## config.mk

```make
export PLATFORM = sky130hd
export DESIGN_NAME = vga_timing_gen
export DESIGN_NICKNAME = d
export VERILOG_FILES = /design/src/rtl/vga_timing_pkg.sv /design/src/rtl/vga_axis_counter.sv /design/src/rtl/vga_timing_gen.sv
export SDC_FILE = /design/constraint.sdc
export NUM_CORES = 1
export LEC_CHECK = 0
export ABC_AREA = 1
export BUFFER_PORTS_ARGS = -buffer_cell sky130_fd_sc_hd__buf_4
export CAP_MARGIN = 10
export CORE_ASPECT_RATIO = 0.6
export CORE_MARGIN = 3
export CORE_UTILIZATION = 40
export DETAILED_ROUTE_END_ITERATION = 8
export GPL_ROUTABILITY_DRIVEN = 0
export GPL_TIMING_DRIVEN = 0
export HOLD_SLACK_MARGIN = 0.15
export SLEW_MARGIN = 20
export SYNTH_ARGS = -nofsm -noshare
export SYNTH_HDL_FRONTEND = slang
export SYNTH_SLANG_ARGS = --single-unit
export TNS_END_PERCENT = 1
```

## constraint.sdc

```tcl
create_clock -name clk -period 3.4 [get_ports clk]
set_clock_uncertainty 0.15 [all_clocks]
set_input_delay 0 -clock clk [delete_from_list [all_inputs] [get_ports clk]]
set_output_delay 0 -clock clk [all_outputs]
set_load 0.03 [all_outputs]
```

## src/rtl/vga_timing_pkg.sv

```systemverilog
// Default 640x480@60 raster constants and sync-window helpers for vga_timing_gen.
package vga_timing_pkg;

  localparam int unsigned DEF_H_ACTIVE = 640;
  localparam int unsigned DEF_H_FP     = 16;
  localparam int unsigned DEF_H_SYNC   = 96;
  localparam int unsigned DEF_H_BP     = 48;
  localparam int unsigned DEF_V_ACTIVE = 480;
  localparam int unsigned DEF_V_FP     = 10;
  localparam int unsigned DEF_V_SYNC   = 2;
  localparam int unsigned DEF_V_BP     = 33;
  localparam int unsigned DEF_H_TOTAL  = DEF_H_ACTIVE + DEF_H_FP + DEF_H_SYNC + DEF_H_BP;
  localparam int unsigned DEF_V_TOTAL  = DEF_V_ACTIVE + DEF_V_FP + DEF_V_SYNC + DEF_V_BP;
  localparam int unsigned DEF_CW       = 11;

  // First position inside the sync pulse.
  function automatic int unsigned sync_start(input int unsigned active, input int unsigned fp);
    return active + fp;
  endfunction

  // First position after the sync pulse (exclusive bound).
  function automatic int unsigned sync_end(input int unsigned active, input int unsigned fp,
                                           input int unsigned sync);
    return active + fp + sync;
  endfunction

endpackage

```

## src/rtl/vga_axis_counter.sv

```systemverilog
// One raster axis: next count, wrap and decoded active/sync levels for the next position.
module vga_axis_counter
  import vga_timing_pkg::*;
#(
  parameter int unsigned ACTIVE = DEF_H_ACTIVE,
  parameter int unsigned FP     = DEF_H_FP,
  parameter int unsigned SYNC   = DEF_H_SYNC,
  parameter int unsigned BP     = DEF_H_BP,
  parameter bit          POL    = 1'b0,
  parameter int unsigned CW     = DEF_CW
) (
  input  logic [CW-1:0] count,
  input  logic          advance,
  input  logic          restart,
  output logic [CW-1:0] next_c,
  output logic          wrap_c,
  output logic          active_c,
  output logic          sync_c
);

  localparam int unsigned TOTAL      = ACTIVE + FP + SYNC + BP;
  localparam int unsigned SYNC_START = sync_start(ACTIVE, FP);
  localparam int unsigned SYNC_END   = sync_end(ACTIVE, FP, SYNC);

  // Reject unusable geometry at elaboration time.
  if (ACTIVE == 0 || FP == 0 || SYNC == 0 || BP == 0) begin : g_zero_field
    $fatal(1, "vga_axis_counter: zero-width timing field");
  end
  if (((TOTAL - 1) >> CW) != 0) begin : g_cw_small
    $fatal(1, "vga_axis_counter: CW too small for total");
  end

  // Restart beats wrap beats increment; decode is taken from the next count.
  always_comb begin
    wrap_c = advance && (count == CW'(TOTAL - 1));
    next_c = count;
    if (restart) begin
      next_c = '0;
    end else if (wrap_c) begin
      next_c = '0;
    end else if (advance) begin
      next_c = count + CW'(1);
    end
    active_c = (next_c < CW'(ACTIVE));
    sync_c   = ((next_c >= CW'(SYNC_START)) && (next_c < CW'(SYNC_END))) ? POL : ~POL;
  end

endmodule

```

## src/rtl/vga_timing_gen.sv

```systemverilog
// Parametrised raster timing generator: counters, syncs, blanking, DE and line/frame strobes.
// Optional feature macro: VGA_TIMING_FRAME_CNT_EN adds a 16-bit frame_count output.
module vga_timing_gen
  import vga_timing_pkg::*;
#(
  parameter int unsigned H_ACTIVE = DEF_H_ACTIVE,
  parameter int unsigned H_FP     = DEF_H_FP,
  parameter int unsigned H_SYNC   = DEF_H_SYNC,
  parameter int unsigned H_BP     = DEF_H_BP,
  parameter int unsigned V_ACTIVE = DEF_V_ACTIVE,
  parameter int unsigned V_FP     = DEF_V_FP,
  parameter int unsigned V_SYNC   = DEF_V_SYNC,
  parameter int unsigned V_BP     = DEF_V_BP,
  parameter bit          HS_POL   = 1'b0,
  parameter bit          VS_POL   = 1'b0,
  parameter int unsigned CW       = DEF_CW
) (
  input  logic          clk,
  input  logic          rst_n,
  input  logic          pix_en,
  input  logic          restart,
  output logic [CW-1:0] h_count,
  output logic [CW-1:0] v_count,
  output logic          hsync,
  output logic          vsync,
  output logic          de,
  output logic          hblank,
  output logic          vblank,
  output logic          sol,
`ifdef VGA_TIMING_FRAME_CNT_EN
  output logic [15:0]   frame_count,
`endif
  output logic          sof
);

  logic [CW-1:0] h_count_q, h_count_d, v_count_q, v_count_d;
  logic          hsync_q, hsync_d, vsync_q, vsync_d;
  logic          de_q, de_d, hblank_q, hblank_d, vblank_q, vblank_d;
  logic          sol_q, sol_d, sof_q, sof_d;
  logic          started_q, started_d;
  logic          restart_go_c;
  logic          h_wrap_c, v_wrap_c, h_active_c, v_active_c, h_sync_c, v_sync_c;

  // First edge after reset behaves as a restart so the raster always opens at (0,0).
  assign restart_go_c = (pix_en && restart) || !started_q;

  vga_axis_counter #(
    .ACTIVE(H_ACTIVE), .FP(H_FP), .SYNC(H_SYNC), .BP(H_BP), .POL(HS_POL), .CW(CW)
  ) u_h (
    .count(h_count_q), .advance(pix_en), .restart(restart_go_c),
    .next_c(h_count_d), .wrap_c(h_wrap_c), .active_c(h_active_c), .sync_c(h_sync_c)
  );

  vga_axis_counter #(
    .ACTIVE(V_ACTIVE), .FP(V_FP), .SYNC(V_SYNC), .BP(V_BP), .POL(VS_POL), .CW(CW)
  ) u_v (
    .count(v_count_q), .advance(h_wrap_c), .restart(restart_go_c),
    .next_c(v_count_d), .wrap_c(v_wrap_c), .active_c(v_active_c), .sync_c(v_sync_c)
  );

  // Output decode from next-state counts; strobes only fire when the count moves to 0.
  always_comb begin
    started_d = 1'b1;
    hsync_d   = h_sync_c;
    vsync_d   = v_sync_c;
    de_d      = h_active_c && v_active_c;
    hblank_d  = !h_active_c;
    vblank_d  = !v_active_c;
    sol_d     = restart_go_c || h_wrap_c;
    sof_d     = restart_go_c || (h_wrap_c && v_wrap_c);
  end

  // State and output registers.
  always_ff @(posedge clk or negedge rst_n) begin
    if (!rst_n) begin
      h_count_q <= '0;
      v_count_q <= '0;
      hsync_q   <= ~HS_POL;
      vsync_q   <= ~VS_POL;
      de_q      <= 1'b0;
      hblank_q  <= 1'b0;
      vblank_q  <= 1'b0;
      sol_q     <= 1'b0;
      sof_q     <= 1'b0;
      started_q <= 1'b0;
    end else begin
      h_count_q <= h_count_d;
      v_count_q <= v_count_d;
      hsync_q   <= hsync_d;
      vsync_q   <= vsync_d;
      de_q      <= de_d;
      hblank_q  <= hblank_d;
      vblank_q  <= vblank_d;
      sol_q     <= sol_d;
      sof_q     <= sof_d;
      started_q <= started_d;
    end
  end

  assign h_count = h_count_q;
  assign v_count = v_count_q;
  assign hsync   = hsync_q;
  assign vsync   = vsync_q;
  assign de      = de_q;
  assign hblank  = hblank_q;
  assign vblank  = vblank_q;
  assign sol     = sol_q;
  assign sof     = sof_q;

`ifdef VGA_TIMING_FRAME_CNT_EN
  logic [15:0] frame_count_q, frame_count_d;

  // Count only natural frame wraps; post-reset and restart openings are excluded.
  always_comb begin
    frame_count_d = frame_count_q;
    if (!restart_go_c && h_wrap_c && v_wrap_c) begin
      frame_count_d = frame_count_q + 16'(1);
    end
  end

  // Frame counter register; survives restart.
  always_ff @(posedge clk or negedge rst_n) begin
    if (!rst_n) begin
      frame_count_q <= '0;
    end else begin
      frame_count_q <= frame_count_d;
    end
  end

  assign frame_count = frame_count_q;
`endif

endmodule

```

# ---- Word-level counts from Yosys, hierarchy flattened
# Index checks and enable logic that the tools add are counted.
dict set report word_totals {
  output_inout_bits 29
  ff_bits 30
  word_cells 41
}
dict set report op_classes {
  magnitude_cmp 6
  reduce_logical 13
  eq_ne 2
  muxes 8
  n_addsub 2
}
# op count
set op_table {}
lappend op_table {{11-bit 2-to-1 mux} 6}
lappend op_table {{11-bit by 1-bit adder with 11-bit output (second input constant)} 2}
lappend op_table {{11-bit by 10-bit equality test with 1-bit output (second input constant)} 2}
lappend op_table {{11-bit by 10-bit < comparator with 1-bit output (second input constant)} 2}
lappend op_table {{11-bit by 9-bit < comparator with 1-bit output (second input constant)} 2}
lappend op_table {{11-bit by 10-bit >= comparator with 1-bit output (second input constant)} 1}
lappend op_table {{11-bit by 9-bit >= comparator with 1-bit output (second input constant)} 1}
lappend op_table {{1-bit logical AND} 7}
lappend op_table {{1-bit logical NOT} 3}
lappend op_table {{1-bit logical OR} 3}
lappend op_table {{1-bit 2-to-1 mux} 2}

# ---- Logic depth before layout (Yosys ltp)
# Gate-level depths: netlist of the first run.
dict set report depth {
  depth_word 8
  depth_mapped 13
  mapped_depth_nobuf 13
}

# ---- Hierarchy
# Synthesis of the first run repeated with hierarchy kept, for this count alone.
dict set report unflattened {
  cells_unflattened 235
  hier_area_um2 1759.2
}
# module cells_each instances area_per_inst_um2
set by_module_without_submodules {}
lappend by_module_without_submodules {vga_timing_gen 41 1 799.5}
lappend by_module_without_submodules {{vga_axis_counter at u_v} 95 1 495.5}
lappend by_module_without_submodules {{vga_axis_counter at u_h} 99 1 464.2}

# ---- Least setup slack after synthesis of the first run
# OpenSTA, ideal clock, no wires.
dict set report synth_path {
  kind {flip-flop to flip-flop}
  start {reg h_count_q[1], in the netlist h_count[1]}
  end {reg de_q, in the netlist de}
  arrival_ps 1644
  path_stages_with_launch 13
  setup_slack_ps 1493
  setup_ps 114
  path_cell_list {dfrtp_1 -> ha_1 -> inv_1 -> nor2_1 -> nand3_1 -> nor2_2 -> nand2_1 -> nand2_1 -> nand2_1 -> nor2_1 -> nand2_1 -> nand2_2 -> nor2_2}
}
dict set report synth_between {
  elab_chain_len 7
  word_cells_on_any_way 13
  classes_between {1 x add/sub; 2 x order compare; 1 x eq/ne; 6 x mux; 3 x reduce/logical}
}
# element line
set synth_rtl {}
lappend synth_rtl {{start, declared} vga_timing_gen.sv:36} ;# logic [CW-1:0] h_count_q, h_count_d, v_count_q, v_count_d;
lappend synth_rtl {{start signal, assigned} vga_timing_gen.sv:87} ;# h_count_q <= h_count_d;
lappend synth_rtl {{parallel branches: the longest is 6 deep, another holds 11-bit by 1-bit adder with 11-bit output} -}
lappend synth_rtl {{1-bit logical AND *} vga_timing_gen.sv:66} ;# de_d = h_active_c && v_active_c;
lappend synth_rtl {{named net de_d} vga_timing_gen.sv:38} ;# logic de_q, de_d, hblank_q, hblank_d, vblank_q, vblank_d;
lappend synth_rtl {{end signal, assigned} vga_timing_gen.sv:80} ;# de_q <= 1'b0;
lappend synth_rtl {{end signal, assigned} vga_timing_gen.sv:91} ;# de_q <= de_d;
lappend synth_rtl {{end, declared} vga_timing_gen.sv:38}
# Mark *: on every way through the listed nets, which the timed path passes.

# ---- Worst setup path after layout of the first run
dict set report layout_path {
  start {reg h_count_q[1], in the netlist h_count[1]}
  end {reg vsync_q, in the netlist vsync}
}
dict set report layout_between {
  elab_chain_len 8
  word_cells_on_any_way 10
  classes_between {2 x order compare; 1 x eq/ne; 4 x mux; 3 x reduce/logical}
}
# element line
set layout_rtl {}
lappend layout_rtl {{11-bit by 10-bit equality test with 1-bit output *} vga_axis_counter.sv:35} ;# wrap_c = advance && (count == CW'(TOTAL - 1));
lappend layout_rtl {{1-bit logical AND *} vga_axis_counter.sv:35}
lappend layout_rtl {{11-bit 2-to-1 mux / 1-bit logical AND (equally long branches)} {vga_axis_counter.sv:41, vga_axis_counter.sv:35}}
lappend layout_rtl {{11-bit 2-to-1 mux *} vga_axis_counter.sv:39} ;# end else if (wrap_c) begin
lappend layout_rtl {{11-bit 2-to-1 mux *} vga_axis_counter.sv:37} ;# if (restart) begin
lappend layout_rtl {{11-bit by 9-bit >= comparator with 1-bit output / 11-bit by 9-bit < comparator with 1-bit output (equally long branches)} vga_axis_counter.sv:45} ;# sync_c = ((next_c >= CW'(SYNC_START)) && (next_c < CW'(SYNC_END))) ? POL : ~POL;
lappend layout_rtl {{1-bit logical AND *} vga_axis_counter.sv:45}
lappend layout_rtl {{1-bit 2-to-1 mux *} vga_axis_counter.sv:45}
lappend layout_rtl {{named net u_v.sync_c} vga_axis_counter.sv:18} ;# output logic sync_c
lappend layout_rtl {{end signal, assigned} vga_timing_gen.sv:79} ;# vsync_q <= ~VS_POL;
lappend layout_rtl {{end signal, assigned} vga_timing_gen.sv:90} ;# vsync_q <= vsync_d;
lappend layout_rtl {{end, declared} vga_timing_gen.sv:37} ;# logic hsync_q, hsync_d, vsync_q, vsync_d;
# The timed path passes the listed nets; every way through them passes the cells marked *.

==> flow_summary.toml, run 1 <==
[sta]
tns_ns = 0
final-setup-viol-count = 0
finalHoldViolCount = 0
fin_crit_sh_pct = 57.9
min_period_ns = 1.97
whs_ns = 0.419
clock.fmax_mhz = 508
setup_ws_ns = 1.43
finalMaxSlewViolations = 0
rsz0062_at_grt = "no"

[logic_synthesis]
post-synth-top-area-cell = "dfrtp_1"
synth_edf_count = 0
synth-seq-cells = 30
synth_area_leaders = "dfrtp_1 (38%), nand2_1 (14%), nor2_1 (6.6%)"
synth_area_mm2 = 0.00183
ys_types = 28
ys.flop_type = "dfrtp_1"
synthArstFlopShare_pct = 100
synth.most_common_cell = "nand2_1"
yosysSeqAreaShare_pct = 41.2
syn_nets = 252
postSynthAreaPerCell_um2 = 7.46
synth_top_area_share_pct = 38.4
yosys_warnings = 0
synthCells = 245
yosys-top-cells-count = "nand2_1 (67), nor2_1 (32), inv_1 (29), dfrtp_1 (28), nand3_1 (22)"

[route]
drt-wirelength-per-cell_um = 13.1
antenna_left = 0
route.detailed.drc = 0
avgViaCountPerCell = 4.79
totalWireLength_mm = 4.58
drtIter0Drc = 181
first_pass_iters = 4
vias = 1670

[floorplan]
die_x_um = 93.2
die-area_mm2 = 0.00544
pin_count = 33
die_h_um = 58.3
placementRows = 18
coreArea_mm2 = 0.00426
start_util_pct = 42.9

[final_layout]
diodes = 0
fill_cells = 419
final_cell_area_mm2 = 0.00229
nets = 295
syn_to_final_growth_pct = 25.1
drive_gt1_share_pct = 27.3

[worst_setup_path]
critPathMaxFanout = 7
cp.required_ns = 3.45
cp.arrival_ns = 2.02
startpoint_type = "flop"
crit_type = "flop to flop"
critPathCaptureType = "flop"

[power]
ir_worst_vdd_v = 0.000191
p_comb_share_pct = 7.0
powerDensity_mw_per_mm2 = 311
power.leakage_nw = 1.23
clkPwrFrac_pct = 41.9
seqPwrFrac_pct = 51.1
intPower_uw = 540
swShare_pct = 24.0
power_switching_uw = 171

[job]
max-cap-violations = 0

[clocking]
cts_tree = "yes"
cts_buffers = 5
cts_resized = 0
cts-htree-levels = 2
post-cts-setup-buffers = 0
cts.sinks = 30
clk_latency_ns = 0.28
root_buffer = "clkbuf_8"
clk_pin_slew_ns = 0.07
cts_buffer_depth = 2
postCtsHoldBufs = 5

[global_route]
grt_pass1_wl_mm = 7.40
antenna_found_initial = 0
grt_overflow = 0
grt_max_degree = 29
grt_pass1_vias = 1447
grt_usage_pct = 18.0

[worst_hold_path]
min_path_type = "flop to flop"

[placement]
portBuffers = 31
place_area_mm2 = 0.00213
post-place-ws_ns = 1.42
hpwl_mm = 3.46

[status]
status = "finished clean"
==> routing by layer <==
metal / track usage [%] / part of all wire, % / vias up
li1: - / - / 852
met1: 31.7 / 57 / 768
met2: 20.1 / 34 / 45
met3: 4.60 / 8.0 / 5
met4: 4.38 / 0.76 / 0
met5: 0 / 0 / -
==> layout by cell type, fill, tap and decap left out, drive strengths merged <==
cell type and instances:
dfrtp 28, dfstp 2, dlygate4sd3 4, nand2 80, nor2 39, clkbuf 7, o21bai 3, nor3 2
a21oi 4, o21ai 4, nand3 26, conb 1, xor2 2, nand4 8, clkinv 1, o211ai 1
ha 3, buf 33, inv 41
==> final timing paths <==
kind	start	slack, ns	end	cells past startpoint
max in group asynchronous	rst_n	2.30	h_count[4]	4
hold / removal	h_count[0]	0.42	h_count[0]	2
hold reg to reg	h_count[0]	0.42	h_count[0]	2
setup reg to reg	h_count[1]	1.43	vsync	10
min in group asynchronous	rst_n	0.63	vsync	3
setup / recovery	h_count[1]	1.43	vsync	10
==> worst max-delay path: stages (launching register included) <==
cell     delay (ns)
dfrtp_1        0.41
ha_1           0.27
nand3_4        0.13
nor2_8         0.16
nand2_4        0.12
inv_2          0.11
nand2_1        0.05
o21ai_1        0.10
nand3_1        0.10
nor2_1         0.18
nand3_1        0.12
==> registers in the layout (all words and copies together), names as in the netlist <==
name       cells
hsync          1
hblank         1
vblank         1
started_q      1
h_count       11
sof            1
vsync          1
v_count       11
de             1
sol            1
==> logic make-up after synthesis <==
| logic type | share of synthesized area, % |
|---|---|
| fa+ha+maj | 2.06 |
| other cells | 0.205 |
| compound gates | 3.84 |
| xor+xnor | 0.959 |
| flops | 41.2 |
| simple gates | 42.7 |
| buf+inv | 8.97 |
==> final cells by class <==
class / count / area [um^2] / share of cell area [%]
multi-input combinational: 173 / 910 / 39.8
sequential: 30 / 753 / 33.0
timing repair buffer: 36 / 293 / 12.8
inverter: 41 / 156 / 6.84
clock buffer: 7 / 86.3 / 3.78
tap: 60 / 75.1 / 3.28
buffer: 1 / 7.51 / 0.328
clock inverter: 1 / 5.00 / 0.219
==> per-stage QoR <==
step,cells,power (mW),utilization [%]
after floorplan,245,0.393,-
after global placement,336,0.413,50.1
after detailed placement,336,0.413,50.1
after CTS,349,0.721,53.7
after global routing,349,0.744,53.7
final,349,0.711,53.7
==> power groups by stage <==
stage | registers [mW] | clock network [mW] | logic [mW]
2_1_floorplan | 0.376 | 0 | 0.0173
5_1_grt | 0.363 | 0.327 | 0.0547
3_3_place_gp | 0.369 | 0 | 0.0437
6_report | 0.363 | 0.298 | 0.0501
4_1_cts | 0.363 | 0.307 | 0.0511
3_5_place_dp | 0.369 | 0 | 0.0438
Note: power is estimated with default switching activity, not from simulation.
==> inputs of run 2 (changes only) <==
--- a/config.mk
+++ b/config.mk
@@ -5,7 +5,7 @@
 export SDC_FILE = /design/constraint.sdc
 export NUM_CORES = 1
 export LEC_CHECK = 0
-export ABC_AREA = 1
+export ABC_AREA = 0
 export BUFFER_PORTS_ARGS = -buffer_cell sky130_fd_sc_hd__buf_4
 export CAP_MARGIN = 10
 export CORE_ASPECT_RATIO = 0.6
==> constraint.sdc (replaced) <==
create_clock -name clk -period 1.95 [get_ports clk]
set_clock_uncertainty 0.15 [all_clocks]
set_input_delay 0 -clock clk [delete_from_list [all_inputs] [get_ports clk]]
set_output_delay 0 -clock clk [all_outputs]
set_load 0.03 [all_outputs]
==> run 2 against run 1 <==
- the run now ends with hold timing, setup timing left
- first-iteration DRC count down 39%
- global-route usage up 1.6 points
- synthesized area down 1.2%
- flip-flop and latch count unchanged
- fmax shrank 13%
- via count rose by 1.3%
- critical path type unchanged
- critical endpoint is now de
- largest cell class unchanged
==> flow_summary.toml, run 2 <==
[status]
status = "finished, violations left"
violations = "hold timing, setup timing"

[placement]
portBuffers = 31
hpwl_mm = 3.25

[worst_setup_path]
r2r_setup_slack_ns = -0.30
cp.arrival_ns = 2.25
r2r_end = "de"
crit_chain = "or3_4, or3_4, or3_4, a22oi_2, a211oi_2"
crit_path_start = "h_count[6]"
r2r-start = "h_count[6]"
worst_path_dominant_cell_family = "simple AND/OR/NAND/NOR gates"
cpMostUsedCell = "or3_4"
path_depth = 5
cp.required_ns = 1.95
cp_slowest_stage_delay_ns = 0.43
critPathCaptureType = "flop"
crit_slowest_cell = "dfrtp_2"
critPathMaxFanout = 6
ff2ff_path_depth = 5
endpoint = "de"
worst-path-buf-inv = 0
startpoint_type = "flop"
crit_type = "flop to flop"

[route]
avgViaCountPerCell = 5.40
drtIter0Drc = 111
first_pass_iters = 4
vias = 1691
antenna_left = 0
route.detailed.drc = 0
drt-wirelength-per-cell_um = 15.7
totalWireLength_mm = 4.92

[sta]
clock.fmax_mhz = 444
final-setup-viol-count = 16
fin_crit_sh_pct = 116
finalMaxSlewViolations = 0
setup_ws_ns = -0.304
whs_ns = -0.0736
finalHoldViolCount = 1
min_period_ns = 2.25
rsz0062_at_grt = "yes"

[power]
powerDensity_mw_per_mm2 = 503
p_total_mw = 1.24
p_comb_share_pct = 7.1
ir_worst_vdd_v = 0.000306
clkPwrFrac_pct = 41.7
seqPwrFrac_pct = 51.2
swShare_pct = 23.5
power_switching_uw = 291
power.leakage_nw = 0.996
intPower_uw = 948

[logic_synthesis]
syn_nets = 207
post-synth-top-area-cell = "dfrtp_1"
synth.most_common_cell = "dfrtp_1"
synth_area_leaders = "dfrtp_1 (39%), nor2_1 (5.4%), xnor2_1 (4.9%)"
yosys_warnings = 0
synth-seq-cells = 30
ys.flop_type = "dfrtp_1"
yosys-top-cells-count = "dfrtp_1 (28), nor2_1 (26), nand2_1 (14), nand4_1 (12), xnor2_1 (10)"
yosysSeqAreaShare_pct = 41.7
synthArstFlopShare_pct = 100
synth_edf_count = 0
synthCells = 200
synth_area_mm2 = 0.00180
postSynthAreaPerCell_um2 = 9.02
synth_top_area_share_pct = 38.8
ys_types = 53

[clocking]
clk_pin_slew_ns = 0.07
cts.sinks = 30
cts_tree = "yes"
postCtsHoldBufs = 5
cts-htree-levels = 2
cts_buffers = 5
cts_buffer_depth = 2
clk_latency_ns = 0.28
root_buffer = "clkbuf_8"

[global_route]
grt_max_degree = 29
use_met2_pct = 24.6
grtUsageMet1_pct = 33.0
grt_pass1_wl_mm = 8.12
grt_overflow = 0
grt_usage_pct = 19.6
busiest_layer = "met1"
antenna_found_initial = 0
use_met3_pct = 5.58
grt_pass1_vias = 1536

[worst_hold_path]
min_path_type = "input pin to flop"

[floorplan]
die_h_um = 58.0
coreArea_mm2 = 0.00423
die_x_um = 92.7
start_util_pct = 42.6
die-area_mm2 = 0.00538
pin_count = 33
placementRows = 18

[final_layout]
fill_cells = 403
syn_to_final_growth_pct = 36.6
drive_gt1_share_pct = 37.5
final_common_cell = "buf_4"
nets = 259
final_cell_mix = "buf_4 (47), nor2_1 (25), dfrtp_1 (22), nand2_1 (14), nand4_1 (12)"
diodes = 0

[job]
max-cap-violations = 0
==> run 2: cells by family after synthesis <==
kind of cell	Yosys count	synth area share, %
fa+ha+maj	3	2.08
simple gates	91	27.0
compound gates	33	12.6
other cells	1	0.208
flops	30	41.7
xor+xnor	18	8.74
buf+inv	22	6.45
mux	2	1.18
==> run 2: cell type report <==
class	instances	area, um^2	share of cell area [%]
Multi-Input combinational cell	148	1040	42.4
Buffer	10	71.3	2.89
Tap cell	60	75.1	3.05
Sequential cell	30	761	30.9
Clock inverter	1	5.00	0.203
Clock buffer	7	86.3	3.50
Inverter	7	26.3	1.07
Timing Repair Buffer	50	395	16.0
==> run 2: routing by layer <==
layer	up-vias	routed length, um
met5	-	0
met4	0	27
met3	6	458
met2	66	1870
met1	797	2560
li1	822	-
==> run 2: worst register-to-register path, stage by stage (launching register included) <==
cell and delay, ns:
dfrtp_2 0.43, or3_4 0.39, or3_4 0.43, or3_4 0.35, a22oi_2 0.26, a211oi_2 0.11
==> run 2: worst min path at each step <==
stage / start / end / slack [ns] / cells after the start
after floorplan: rst_n / de / -0.45 / 0
after global placement: rst_n / h_count[4] / -0.20 / 1
after detailed placement: rst_n / h_count[4] / -0.20 / 1
after CTS: restart / h_count[4] / -0.09 / 3
after global routing: restart / h_count[4] / -0.06 / 3
final: restart / h_count[4] / -0.07 / 3
==> run 2: power by group through the flow <==
stage	clock (mW)	combinational (mW)	sequential, mW
4_1_cts	0.530	0.0868	0.634
6_report	0.516	0.0884	0.635
3_5_place_dp	0	0.0680	0.646
3_3_place_gp	0	0.0685	0.646
2_1_floorplan	0	0.0242	0.656
5_1_grt	0.568	0.0970	0.635
==> run 2: timing repair <==
action | CTS | global route
gates resized for setup | 22 | 15
setup endpoints to repair | 26 | 25
pin swaps | 10 | 4
hold endpoints to repair | 38 | 10
cloned | 0 | 0
buffers inserted | 12 | 2
==> run 2: metrics by stage <==
step           utilization, %  TNS [ns]  area (um^2)  worst slack [ns]  std cells
4_1_cts                  57.0     -3.06         2410            -0.342        313
3_3_place_gp             50.0    -13.33         2120            -0.661        291
3_5_place_dp             50.0    -13.49         2120            -0.650        291
5_1_grt                  58.2     -4.95         2460            -0.372        313
6_report                 58.2     -3.47         2460            -0.304        313
2_1_floorplan               -     -8.64         1810            -0.494        200
